### config.mk
export PLATFORM = sky130hd
export DESIGN_NAME = dma_host_ctrl
export DESIGN_NICKNAME = d
export VERILOG_FILES = /design/src/rtl/dma_host_ctrl_pkg.sv /design/src/rtl/dma_host_ctrl_watchdog.sv /design/src/rtl/dma_host_ctrl.sv
export SDC_FILE = /design/constraint.sdc
export NUM_CORES = 1
export LEC_CHECK = 0
export BUFFER_PORTS_ARGS = -buffer_cell sky130_fd_sc_hd__buf_2
export CAP_MARGIN = 20
export CELL_PAD_IN_SITES_DETAIL_PLACEMENT = 0
export CELL_PAD_IN_SITES_GLOBAL_PLACEMENT = 2
export CORE_MARGIN = 2
export CORE_UTILIZATION = 30
export CTS_BUF_LIST = sky130_fd_sc_hd__clkbuf_4
export DETAILED_ROUTE_END_ITERATION = 10
export MAX_ROUTING_LAYER = met4
export PLACE_DENSITY_LB_ADDON = 0.1
export SYNTH_ARGS = -nofsm -noshare
export SYNTH_HDL_FRONTEND = slang
export SYNTH_SLANG_ARGS = --single-unit
### constraint.sdc
create_clock -name CLK -period 2.55 [get_ports CLK]
set_clock_uncertainty 0.1 [all_clocks]
set_input_delay 0.765 -clock CLK [delete_from_list [all_inputs] [get_ports CLK]]
set_output_delay 0.765 -clock CLK [all_outputs]
set_load 0.01 [all_outputs]
### src/rtl/dma_host_ctrl_pkg.sv
// Shared state encoding, transfer geometry and small helpers for the
// CPU-side DMA bus-request responder.
package dma_host_ctrl_pkg;

   typedef enum logic [2:0] {
      ST_IDLE  = 3'd0,
      ST_CMD   = 3'd1,
      ST_WAIT  = 3'd2,
      ST_GRANT = 3'd3,
      ST_DONE  = 3'd4,
      ST_ERR   = 3'd5
   } state_e;

   localparam int WORD_SIZE   = 32;
   localparam int CHUNK_WORDS = 4;
   localparam int NUM_CHUNKS  = 3;

   localparam int                GCNT_W   = 4;
   localparam logic [GCNT_W-1:0] GCNT_MAX = 4'd15;

   // Grant-episode counter increment that sticks at its maximum.
   function automatic logic [GCNT_W-1:0] gcnt_inc(input logic [GCNT_W-1:0] v);
      logic [GCNT_W-1:0] r;
      if (v == GCNT_MAX) begin
         r = v;
      end else begin
         r = v + 4'd1;
      end
      return r;
   endfunction

   // True for the states in which a transfer is outstanding and the watchdog runs.
   function automatic logic in_transfer(input state_e s);
      logic r;
      case (s)
         ST_CMD, ST_WAIT, ST_GRANT: r = 1'b1;
         default:                   r = 1'b0;
      endcase
      return r;
   endfunction

endpackage

### src/rtl/dma_host_ctrl_watchdog.sv
// Saturating cycle counter used to bound how long a DMA transfer may remain
// outstanding; expired_o is high while the count sits at TIMEOUT.
module dma_watchdog #(
   parameter int TIMEOUT = 256,
   parameter int TMO_W   = 9
) (
   input  logic CLK,
   input  logic reset_n,
   input  logic load_i,
   input  logic en_i,
   output logic expired_o
);

   localparam logic [TMO_W-1:0] LIMIT = TMO_W'(TIMEOUT);
   localparam logic [TMO_W-1:0] ONE   = {{(TMO_W-1){1'b0}}, 1'b1};
   localparam logic [TMO_W-1:0] ZERO  = {TMO_W{1'b0}};

   logic [TMO_W-1:0] count_q;
   logic [TMO_W-1:0] count_d;

   // Restart on a new command, otherwise count up and park at the limit.
   always_comb begin
      count_d = count_q;
      if (load_i) begin
         count_d = ZERO;
      end else if (en_i && (count_q != LIMIT)) begin
         count_d = count_q + ONE;
      end else begin
         count_d = count_q;
      end
   end

   // Counter state.
   always_ff @(posedge CLK or negedge reset_n) begin
      if (!reset_n) begin
         count_q <= ZERO;
      end else begin
         count_q <= count_d;
      end
   end

   assign expired_o = (count_q == LIMIT);

endmodule

### src/rtl/dma_host_ctrl.sv
// CPU-side responder for the DMA bus-request protocol: launches a transfer on a
// device interrupt, arbitrates BR/BG against CPU memory traffic, records status.
module dma_host_ctrl
   import dma_host_ctrl_pkg::*;
#(
   parameter int TIMEOUT = 256,
   parameter int TMO_W   = 9
) (
   input  logic              CLK,
   input  logic              reset_n,
   input  logic              dev_int,
   input  logic              BR,
   input  logic              dma_int,
   input  logic              cpu_mem_busy,
   input  logic              done_clr,
   output logic              cmd,
   output logic              BG,
   output logic              cpu_hold,
   output logic              dma_done,
   output logic              dma_err,
   output logic [GCNT_W-1:0] grant_cnt
);

   state_e              state_q;
   logic                cmd_q;
   logic                bg_q;
   logic                done_q;
   logic                err_q;
   logic                pending_q;
   logic [GCNT_W-1:0]   gcnt_q;

   logic                start_s;
   logic                wd_en_s;
   logic                wd_expired_s;

   assign start_s = (state_q == ST_IDLE) && (dev_int || pending_q);
   assign wd_en_s = in_transfer(state_q);

   dma_watchdog #(
      .TIMEOUT (TIMEOUT),
      .TMO_W   (TMO_W)
   ) u_watchdog (
      .CLK       (CLK),
      .reset_n   (reset_n),
      .load_i    (start_s),
      .en_i      (wd_en_s),
      .expired_o (wd_expired_s)
   );

   // Transfer sequencing FSM; every output except cpu_hold comes from a flop here.
   always_ff @(posedge CLK or negedge reset_n) begin
      if (!reset_n) begin
         state_q   <= ST_IDLE;
         cmd_q     <= 1'b0;
         bg_q      <= 1'b0;
         done_q    <= 1'b0;
         err_q     <= 1'b0;
         pending_q <= 1'b0;
         gcnt_q    <= 4'd0;
      end else begin
         cmd_q <= 1'b0;
         // A second interrupt arriving mid-transfer is remembered once.
         if (dev_int && (state_q != ST_IDLE)) begin
            pending_q <= 1'b1;
         end
         // Status acknowledge; any set below in the same cycle overrides it.
         if (done_clr) begin
            done_q <= 1'b0;
            err_q  <= 1'b0;
         end
         case (state_q)
            ST_IDLE: begin
               if (start_s) begin
                  state_q   <= ST_CMD;
                  cmd_q     <= 1'b1;
                  gcnt_q    <= 4'd0;
                  pending_q <= 1'b0;
               end
            end
            ST_CMD: begin
               if (dma_int) begin
                  state_q <= ST_DONE;
                  done_q  <= 1'b1;
               end else begin
                  state_q <= ST_WAIT;
               end
            end
            ST_WAIT: begin
               if (dma_int) begin
                  state_q <= ST_DONE;
                  done_q  <= 1'b1;
               end else if (wd_expired_s) begin
                  state_q <= ST_ERR;
                  err_q   <= 1'b1;
               end else if (BR && !cpu_mem_busy) begin
                  state_q <= ST_GRANT;
                  bg_q    <= 1'b1;
                  gcnt_q  <= gcnt_inc(gcnt_q);
               end
            end
            ST_GRANT: begin
               if (dma_int) begin
                  state_q <= ST_DONE;
                  bg_q    <= 1'b0;
                  done_q  <= 1'b1;
               end else if (wd_expired_s) begin
                  state_q <= ST_ERR;
                  bg_q    <= 1'b0;
                  err_q   <= 1'b1;
               end else if (!BR) begin
                  state_q <= ST_WAIT;
                  bg_q    <= 1'b0;
               end
            end
            ST_DONE, ST_ERR: begin
               state_q <= ST_IDLE;
               bg_q    <= 1'b0;
            end
            default: begin
               state_q <= ST_IDLE;
               bg_q    <= 1'b0;
            end
         endcase
      end
   end

   assign cmd       = cmd_q;
   assign BG        = bg_q;
   // BR itself holds the CPU off in the very cycle the DMA asks for the bus.
   assign cpu_hold  = BR | bg_q;
   assign dma_done  = done_q;
   assign dma_err   = err_q;
   assign grant_cnt = gcnt_q;

endmodule

==> results of run 1 <==
==> kinds of logic (layout without fill, tap and decap cells) <==
| family | after synthesis | in the layout |
|---|---|---|
| mux | 1 | 1 |
| buf+inv | 13 | 29 |
| simple gates | 47 | 47 |
| compound gates | 30 | 30 |
| fa+ha+maj | 3 | 3 |
| xor+xnor | 7 | 7 |
| flops | 21 | 21 |
==> final cells by class <==
| cell class | count | share of cell area |
|---|---|---|
| inverters | 9 | 0.0252 |
| clock buffers | 3 | 0.0168 |
| repair buffers | 16 | 0.0616 |
| flip-flops and latches | 21 | 0.392 |
| well taps | 48 | 0.0448 |
| clock inverters | 1 | 0.00373 |
| multi-input cells | 88 | 0.456 |
==> layout by cell type (no fill, tap or decap), types with 4 or more instances in the layout <==
cell type	count
inv_1	9
xor2_1	4
dfrtp_1	21
nand4_1	5
nand2_1	8
a21oi_1	6
buf_2	15
o21ai_0	6
nor2_1	13
==> sequential cells by signal, indices dropped and copies added (netlist names) <==
name	count
BG	1
dma_err	1
u_watchdog.count_q	9
cmd	1
pending_q	1
dma_done	1
state_q	3
grant_cnt	4
==> metal layers <==
| layer | wire length (µm) | vias to the layer above | track usage |
|---|---|---|---|
| met1 | 1220 | 441 | 0.160 |
| met3 | 73 | 2 | 0.0304 |
| met5 | 0 | - | - |
| met4 | 13 | 0 | 0.0383 |
| met2 | 1180 | 10 | 0.218 |
| li1 | - | 468 | - |
==> report_power, final <==
part           switching [mW]  total (mW)  leakage (nW)  internal, mW
clock network           0.110       0.169        0.0177        0.0586
logic                   0.261       0.468         0.308         0.207
registers               0.118       0.517         0.283         0.400
total                   0.488        1.15         0.609         0.665
==> worst paths after layout <==
path / from / to / slack [ns] / cells past startpoint
worst min-delay path: reset_n / u_watchdog.count_q[6] / 0.30 / 1
worst min register to register: dma_done / dma_done / 0.42 / 2
worst max-delay path: BR / cpu_hold / 0.39 / 3
min in group CLK: dma_done / dma_done / 0.42 / 2
worst max register to register: u_watchdog.count_q[0] / grant_cnt[2] / 0.55 / 6
max in group asynchronous: reset_n / state_q[2] / 1.71 / 1
==> out/qor.yml, run 1 <==
status:
  status: "completed"
drt:
  wl_per_cell_um: 13.3
  initialDrtViolationCount: 19
  vias_per_cell: 4.95
  route.detailed.drc: 0
  dr.pass1.iters: 2
  ant_nets: 0
  routed_wl_mm: 2.48
  vias: 921
clock_network:
  cts_sinks: 21
  postCtsSetupRepairBufs: 0
  cts_buffer_depth: 2
  cts_made_buffers: 3
  clk_latency_ns: 0.31
  cts_resized: 0
  cts-root-buf: "clkbuf_4"
  cts_tree: "built"
  cts_hold_buf: 0
  htree_levels: 1
  clk_pin_slew_ns: 0.13
logic_synthesis:
  synth_mux_area_frac: 0.00845
  synth_top_cell_area_share: 0.444
  syn_nets: 132
  ys_top_cells_by_count: "21 x dfrtp_1, 13 x nor2_1, 9 x inv_1"
  syn_area_per_cell_um2: 9.71
  syn_area_um2: 1180
  synth_cells: 122
  synth_compound_area_frac: 0.188
  ys.flop_type: "dfrtp_1"
  post-synth-top-count-cell: "dfrtp_1"
  synth_edf_count: 0
  yosysSeqAreaShare: 0.444
  yosys_warnings: 0
  synth_cell_type_count: 37
  synth_xor_area_frac: 0.0517
  synthArstFlopShare: 1.00
  synthAdderAreaFrac: 0.0317
  yosys-top-cells-area: "dfrtp_1 44%, nor2_1 4.1%, nor4b_4 4.0%"
  ys_seq_elements: 21
  yosys.area.top_type: "dfrtp_1"
  synth_top_family_by_area: "simple AND/OR/NAND/NOR gates"
  synth_simple_gate_area_frac: 0.235
critical_path:
  path_buf_inv: 2
  slowest_stage: "or2_2"
  slowest_delay_ns: 0.28
  crit_required_ns: 1.69
  crit_family: "simple AND/OR/NAND/NOR gates"
  critPathMaxFanout: 4
  end_kind: "primary output"
  path_class: "input port to primary output"
  cp-start-kind: "input port"
  cp.arrival_ns: 1.29
  crit_chain: "buf_2, or2_2, buf_2"
  cp_common_cell: "buf_2"
cells_and_area:
  post-route-util: 0.361
  num-nets-final: 149
  fin_cells: 186
  final_area_um2: 1340
  layout-drive-gt1-share: 0.217
  num_antenna_cells: 0
  multi_input_area_um2: 611
  fill_cells: 410
  seq_area_um2: 526
  areaGrowthSynthToFinish_pct: 13.1
timing:
  period_share: 0.846
  finalSetupTns_ns: 0
  timing.hold.ws_ns: 0.296
  clock.fmax_ghz: 0.463
  layout_min_cycle_time_ns: 2.16
  drv_slew: 0
  hold_viol: 0
  worstMarginPinSlew_ns: 0.498
  setup_violations: 0
  relSlewSlack: 0.668
  rsz0062_at_grt: "false"
  worst_slack_ns: 0.392
die:
  die_w_um: 66.8
  start_util: 0.319
  die_area_um2: 4470
  rows: 22
  die_y_um: 66.8
  ios: 16
  core_um2: 3720
placement:
  dp_hpwl_mm: 1.79
  port_buffers: 15
  placed_area_um2: 1310
  gp_congestion: 0.700
  place_ws_ns: 0.387
  dp.cells: 182
global_routing:
  grt_max_degree: 22
  grt_pass1_wl_mm: 4.28
  grt_pass1_vias: 915
  antenna_found_initial: 0
  globalRouteOverflowTotal: 0
  gr-usage-all-layers: 0.131
power:
  p_leak_nw: 0.609
  irDropWorstVdd_mv: 0.390
  cellPowerDensity_nw_per_um2: 861
  finalPower_mw: 1.15
flow_run:
  cap_violations: 0
worst_hold_path:
  hold_class: "input port to asynchronous set/reset pin"
(Power assumes the default switching activity.)
==> run 2, diff against run 1 <==
- clock period: 2.55 -> 2.1 ns (I/O delays scaled with it)
==> run 2 against run 1 <==
Combinational power is 21% higher. Die area stayed put. Worst setup slack worse by 0.28 ns. Non-clock buffer count stayed put. Sequential cell count stayed put. Largest cell class unchanged. Worst hold slack worse by 0.13 ns. Register-to-register slack worse by 0.44 ns. First-iteration DRC count is 110% higher. Critical path depth is 3 higher. Sequential power is 22% higher. Utilization is 0.067 points higher. Sequential share of layout area is 0.073 points lower.
==> out/qor.yml, run 2 (synthesized netlist as in run 1, its figures left out) <==
timing:
  worstMarginPinSlew_ns: 0.492  # -0.00549 ns
  drv_slew: 0  # unchanged
  layout_min_cycle_time_ns: 1.99
  setup_violations: 0  # unchanged
  rsz0062_at_grt: "false"
  hold_viol: 0  # unchanged
  finalSetupTns_ns: 0  # unchanged
  relSlewSlack: 0.672  # +0.00366
  clock.fmax_ghz: 0.503
  period_share: 0.946
drt:
  ant_nets: 0  # unchanged
  initialDrtViolationCount: 39  # +20
  dr.pass1.iters: 4  # +2
  vias: 914  # -0.76%
  vias_per_cell: 4.91  # -0.76%
  wl_per_cell_um: 13.5  # +1.6%
  routed_wl_mm: 2.52  # +1.6%
  route.detailed.drc: 0  # unchanged
power:
  irDropWorstVdd_mv: 0.479  # +23%
  cellPowerDensity_nw_per_um2: 1050  # +22%
  finalPower_mw: 1.41  # +22%
  p_leak_nw: 0.610  # +0.11%
critical_path:
  cp-start-kind: "flop"
  r2r_slack_ns: 0.11  # -0.44 ns
  end_kind: "flop"
  path_class: "flop to flop"
  critPathMaxFanout: 7  # +3
  crit_required_ns: 2.20  # +0.51 ns
  cp.arrival_ns: 2.09  # +0.80 ns
clock_network:
  clk_pin_slew_ns: 0.12  # about the same
  clk_latency_ns: 0.30  # about the same
  cts_buffer_depth: 2  # unchanged
  cts_sinks: 21  # unchanged
  cts_tree: "built"
  htree_levels: 1  # unchanged
  cts-root-buf: "clkbuf_4"
  cts_resized: 0  # unchanged
  cts_made_buffers: 3  # unchanged
  cts_hold_buf: 0  # unchanged
  postCtsSetupRepairBufs: 0  # unchanged
cells_and_area:
  top_register: "u_watchdog.count_q"
  layout-drive-gt1-share: 0.217  # unchanged
  post-route-util: 0.361  # +0.000673
  most-common-layout-cells: "21 x dfrtp_1, 15 x buf_2, 13 x nor2_1"
  largest_reg_flops: 9  # unchanged
  final_common_cell: "dfrtp_1"
  fill_cells: 403  # -1.7%
  num_antenna_cells: 0  # unchanged
  areaGrowthSynthToFinish_pct: 13.3
  num-nets-final: 149  # unchanged
die:
  ios: 16  # unchanged
  rows: 22  # unchanged
  core_um2: 3720  # unchanged
  die_area_um2: 4470  # unchanged
  die_y_um: 66.8  # unchanged
  die_w_um: 66.8  # unchanged
  start_util: 0.319  # unchanged
status:
  status: "completed"
worst_hold_path:
  hold_class: "input port to asynchronous set/reset pin"
placement:
  gp_congestion: 0.738  # +5.4%
  dp_hpwl_mm: 1.85  # +3.5%
  port_buffers: 15  # unchanged
global_routing:
  antenna_found_initial: 0  # unchanged
  globalRouteOverflowTotal: 0  # unchanged
  grt_max_degree: 22  # unchanged
  gr-usage-all-layers: 0.133  # +0.00158
  grt_pass1_wl_mm: 4.33  # +1.3%
  grt_pass1_vias: 941  # +2.8%
flow_run:
  cap_violations: 0  # unchanged
[run 2: cell types whose count changed in the layout (fill, tap and decap cells not counted), sizes merged]
cell,delta
clkbuf,+1
clkinv,-1
[run 2: worst max-delay path: stages (launching register included)]
cell and delay, ns:
dfrtp_1 0.44, inv_1 0.06, ha_1 0.20, nor4b_4 0.15, a2111oi_4 0.55, a21oi_2 0.11, a211o_1 0.27
[run 2: final cells by class]
type | instances | area [µm²] | share of cell area
clock buffer | 4 | 30.0 | 0.0224
inverter | 9 | 33.8 | 0.0252
multi-input combinational | 88 | 611 | 0.455
sequential | 21 | 526 | 0.391
tap | 48 | 60.1 | 0.0447
timing repair buffer | 16 | 82.6 | 0.0615
[run 2: metrics by stage]
step	setup WS [ns]	hold WS [ns]	cell area, µm²	cells
3_3_place_gp	0.205	0.395	1310	182
5_1_grt	0.0161	0.185	1340	186
6_report	0.113	0.168	1340	186
4_1_cts	0.116	0.175	1340	186
3_5_place_dp	0.132	0.408	1310	182
2_1_floorplan	0.290	0.234	1180	122
[run 2: final timing paths]
path	startpoint	endpoint	cells past startpoint
setup / recovery	u_watchdog.count_q[0]	grant_cnt[2]	6
setup reg to reg	u_watchdog.count_q[0]	grant_cnt[2]	6
hold / removal	reset_n	u_watchdog.count_q[6]	1
hold reg to reg	grant_cnt[3]	grant_cnt[3]	1
min in group CLK	done_clr	dma_err	2
max in group asynchronous	reset_n	BG	1
[run 2: per-layer routing]
layer	vias up	wire, µm	GRT usage
met3	2	92	0.0304
met5	-	0	-
met2	10	1230	0.229
li1	468	-	-
met4	0	18	0.0230
met1	434	1180	0.161
[run 2: report_power, final]
group	switching, mW	total [mW]	internal (mW)	leakage [nW]
sequential	0.144	0.629	0.485	0.283
clock	0.127	0.214	0.0869	0.0184
combinational	0.315	0.567	0.252	0.308
==> run 3, diff against run 2 <==
- HOLD_SLACK_MARGIN: default -> 0.12
- clock period: 2.1 -> 1.9 ns (I/O delays scaled with it)
==> run 3 against run 2 <==
Clock power is 11% higher. Count of clock-buffer cells in the layout stayed put. Die area stayed put. Largest power group is now combinational logic. Sequential cell count stayed put. First-iteration DRC count is 18% lower.
==> out/qor.yml, run 3 (synthesized netlist as in run 1, its figures left out) <==
timing:
  worstMarginPinSlew_ns: 0.519  # +0.0262 ns
  finalSetupTns_ns: 0  # unchanged
  layout_min_cycle_time_ns: 1.81
  hold_viol: 0  # unchanged
  worst_slack_ns: 0.0921  # -0.0204 ns
  rsz0062_at_grt: "false"
  period_share: 0.952
  timing.hold.ws_ns: 0.336  # +0.168 ns
  clock.fmax_ghz: 0.553
  drv_slew: 0  # unchanged
  setup_violations: 0  # unchanged
  relSlewSlack: 0.654  # -0.0175
cells_and_area:
  most-common-layout-cells: "21 x dfrtp_1, 15 x buf_2, 13 x nor2_1"
  top_register: "u_watchdog.count_q"
  largest_reg_flops: 9  # unchanged
  fill_cells: 397  # -1.5%
  fin_cells: 194  # +4.3%
  layout-drive-gt1-share: 0.253  # +0.0360
  num_antenna_cells: 0  # unchanged
  num-nets-final: 157  # +5.4%
  areaGrowthSynthToFinish_pct: 18.6
  final_common_cell: "dfrtp_1"
die:
  die_y_um: 66.8  # unchanged
  rows: 22  # unchanged
  die_w_um: 66.8  # unchanged
  start_util: 0.319  # unchanged
  ios: 16  # unchanged
  die_area_um2: 4470  # unchanged
  core_um2: 3720  # unchanged
placement:
  port_buffers: 15  # unchanged
  place_ws_ns: 0.0390  # -0.0927 ns
  dp_hpwl_mm: 1.95  # +5.1%
  gp_congestion: 0.785  # +6.4%
  dp.cells: 188  # +3.3%
clock_network:
  cts_made_buffers: 3  # unchanged
  clk_latency_ns: 0.30  # about the same
  cts_tree: "built"
  clk_pin_slew_ns: 0.13  # about the same
  cts_sinks: 21  # unchanged
  htree_levels: 1  # unchanged
  cts_resized: 0  # unchanged
  cts-root-buf: "clkbuf_4"
  cts_buffer_depth: 2  # unchanged
drt:
  wl_per_cell_um: 13.9  # +2.8%
  vias: 978  # +7.0%
  initialDrtViolationCount: 32  # -18%
  dr.pass1.iters: 4  # unchanged
  vias_per_cell: 5.04  # +2.6%
  routed_wl_mm: 2.70  # +7.3%
  ant_nets: 0  # unchanged
  route.detailed.drc: 0  # unchanged
critical_path:
  path_class: "flop to primary output"
  path_buf_inv: 1  # unchanged
  slowest_delay_ns: 0.43  # -0.12 ns
  slowest_stage: "dfrtp_1"
  crit_chain: "or2_2, buf_2"
  cp-start-kind: "flop"
  crit_family: "flip-flops"
  cp.arrival_ns: 1.14  # -0.95 ns
  crit_required_ns: 1.23  # -0.97 ns
  critPathMaxFanout: 5  # -2
  end_kind: "primary output"
global_routing:
  antenna_found_initial: 0  # unchanged
  grt_max_degree: 22  # unchanged
  grt_pass1_vias: 981  # +4.3%
  globalRouteOverflowTotal: 0  # unchanged
  gr-usage-all-layers: 0.143  # +0.0101
  grt_pass1_wl_mm: 4.67  # +7.8%
power:
  p_leak_nw: 0.651  # +6.6%
  cellPowerDensity_nw_per_um2: 1170  # +11%
  finalPower_mw: 1.64  # +16%
  irDropWorstVdd_mv: 0.529  # +10%
flow_run:
  cap_violations: 0  # unchanged
status:
  status: "completed"
worst_hold_path:
  hold_class: "input port to flop"
## run 3: changes by cell type in the layout (fill, tap and decap cells not counted)
cell	previous run	this run
buf_4	1	8
dlygate4sd3_1	0	1
## run 3: power breakdown
| part | internal, mW | switching (mW) |
|---|---|---|
| sequential | 0.536 | 0.125 |
| combinational | 0.342 | 0.403 |
| clock | 0.0960 | 0.141 |
## run 3: worst reg2reg max path, stage by stage, from the launching register on
cell and delay (ns):
dfrtp_1 0.45, nor4b_4 0.44, a2111oi_4 0.12, buf_4 0.18, and4b_1 0.17, a211o_1 0.22
## run 3: through the flow
step,util,instance area [µm²]
2_1_floorplan,-,1180
3_3_place_gp,0.365,1360
3_5_place_dp,0.365,1360
4_1_cts,0.376,1400
5_1_grt,0.378,1410
6_report,0.378,1410
## run 3: area by class of cell
class,count,area (µm²),area share
Tap cell,48,60.1,0.0427
Inverter,9,33.8,0.0240
Multi-Input combinational cell,88,611,0.435
Clock buffer,4,30.0,0.0214
Timing Repair Buffer,24,145,0.103
Sequential cell,21,526,0.374
## run 3: what timing repair did
| action | CTS | global route |
|---|---|---|
| hold buffers | 1 | 0 |
| endpoints found under the hold margin | 1 | 0 |
| buffers inserted | 0 | 1 |
| setup endpoints to repair | 0 | 4 |
## run 3: path summary, 6_finish.rpt
kind / from / endpoint / slack [ns] / cells after the start
max reg2reg: u_watchdog.count_q[4] / grant_cnt[2] / 0.12 / 5
min in group asynchronous: reset_n / u_watchdog.count_q[8] / 0.65 / 2
max in group asynchronous: reset_n / cmd / 0.69 / 2
max: BG / cpu_hold / 0.09 / 2
min: done_clr / dma_err / 0.34 / 2
min reg2reg: grant_cnt[3] / grant_cnt[3] / 0.42 / 1
## run 3: layer usage
layer  global-route usage  up-vias  routed length (µm)
met5                    -        -                   0
met4               0.0306        0                  20
met3               0.0304        2                  69
met2                0.258        8                1360
met1                0.163      486                1260
li1                     -      482                   -
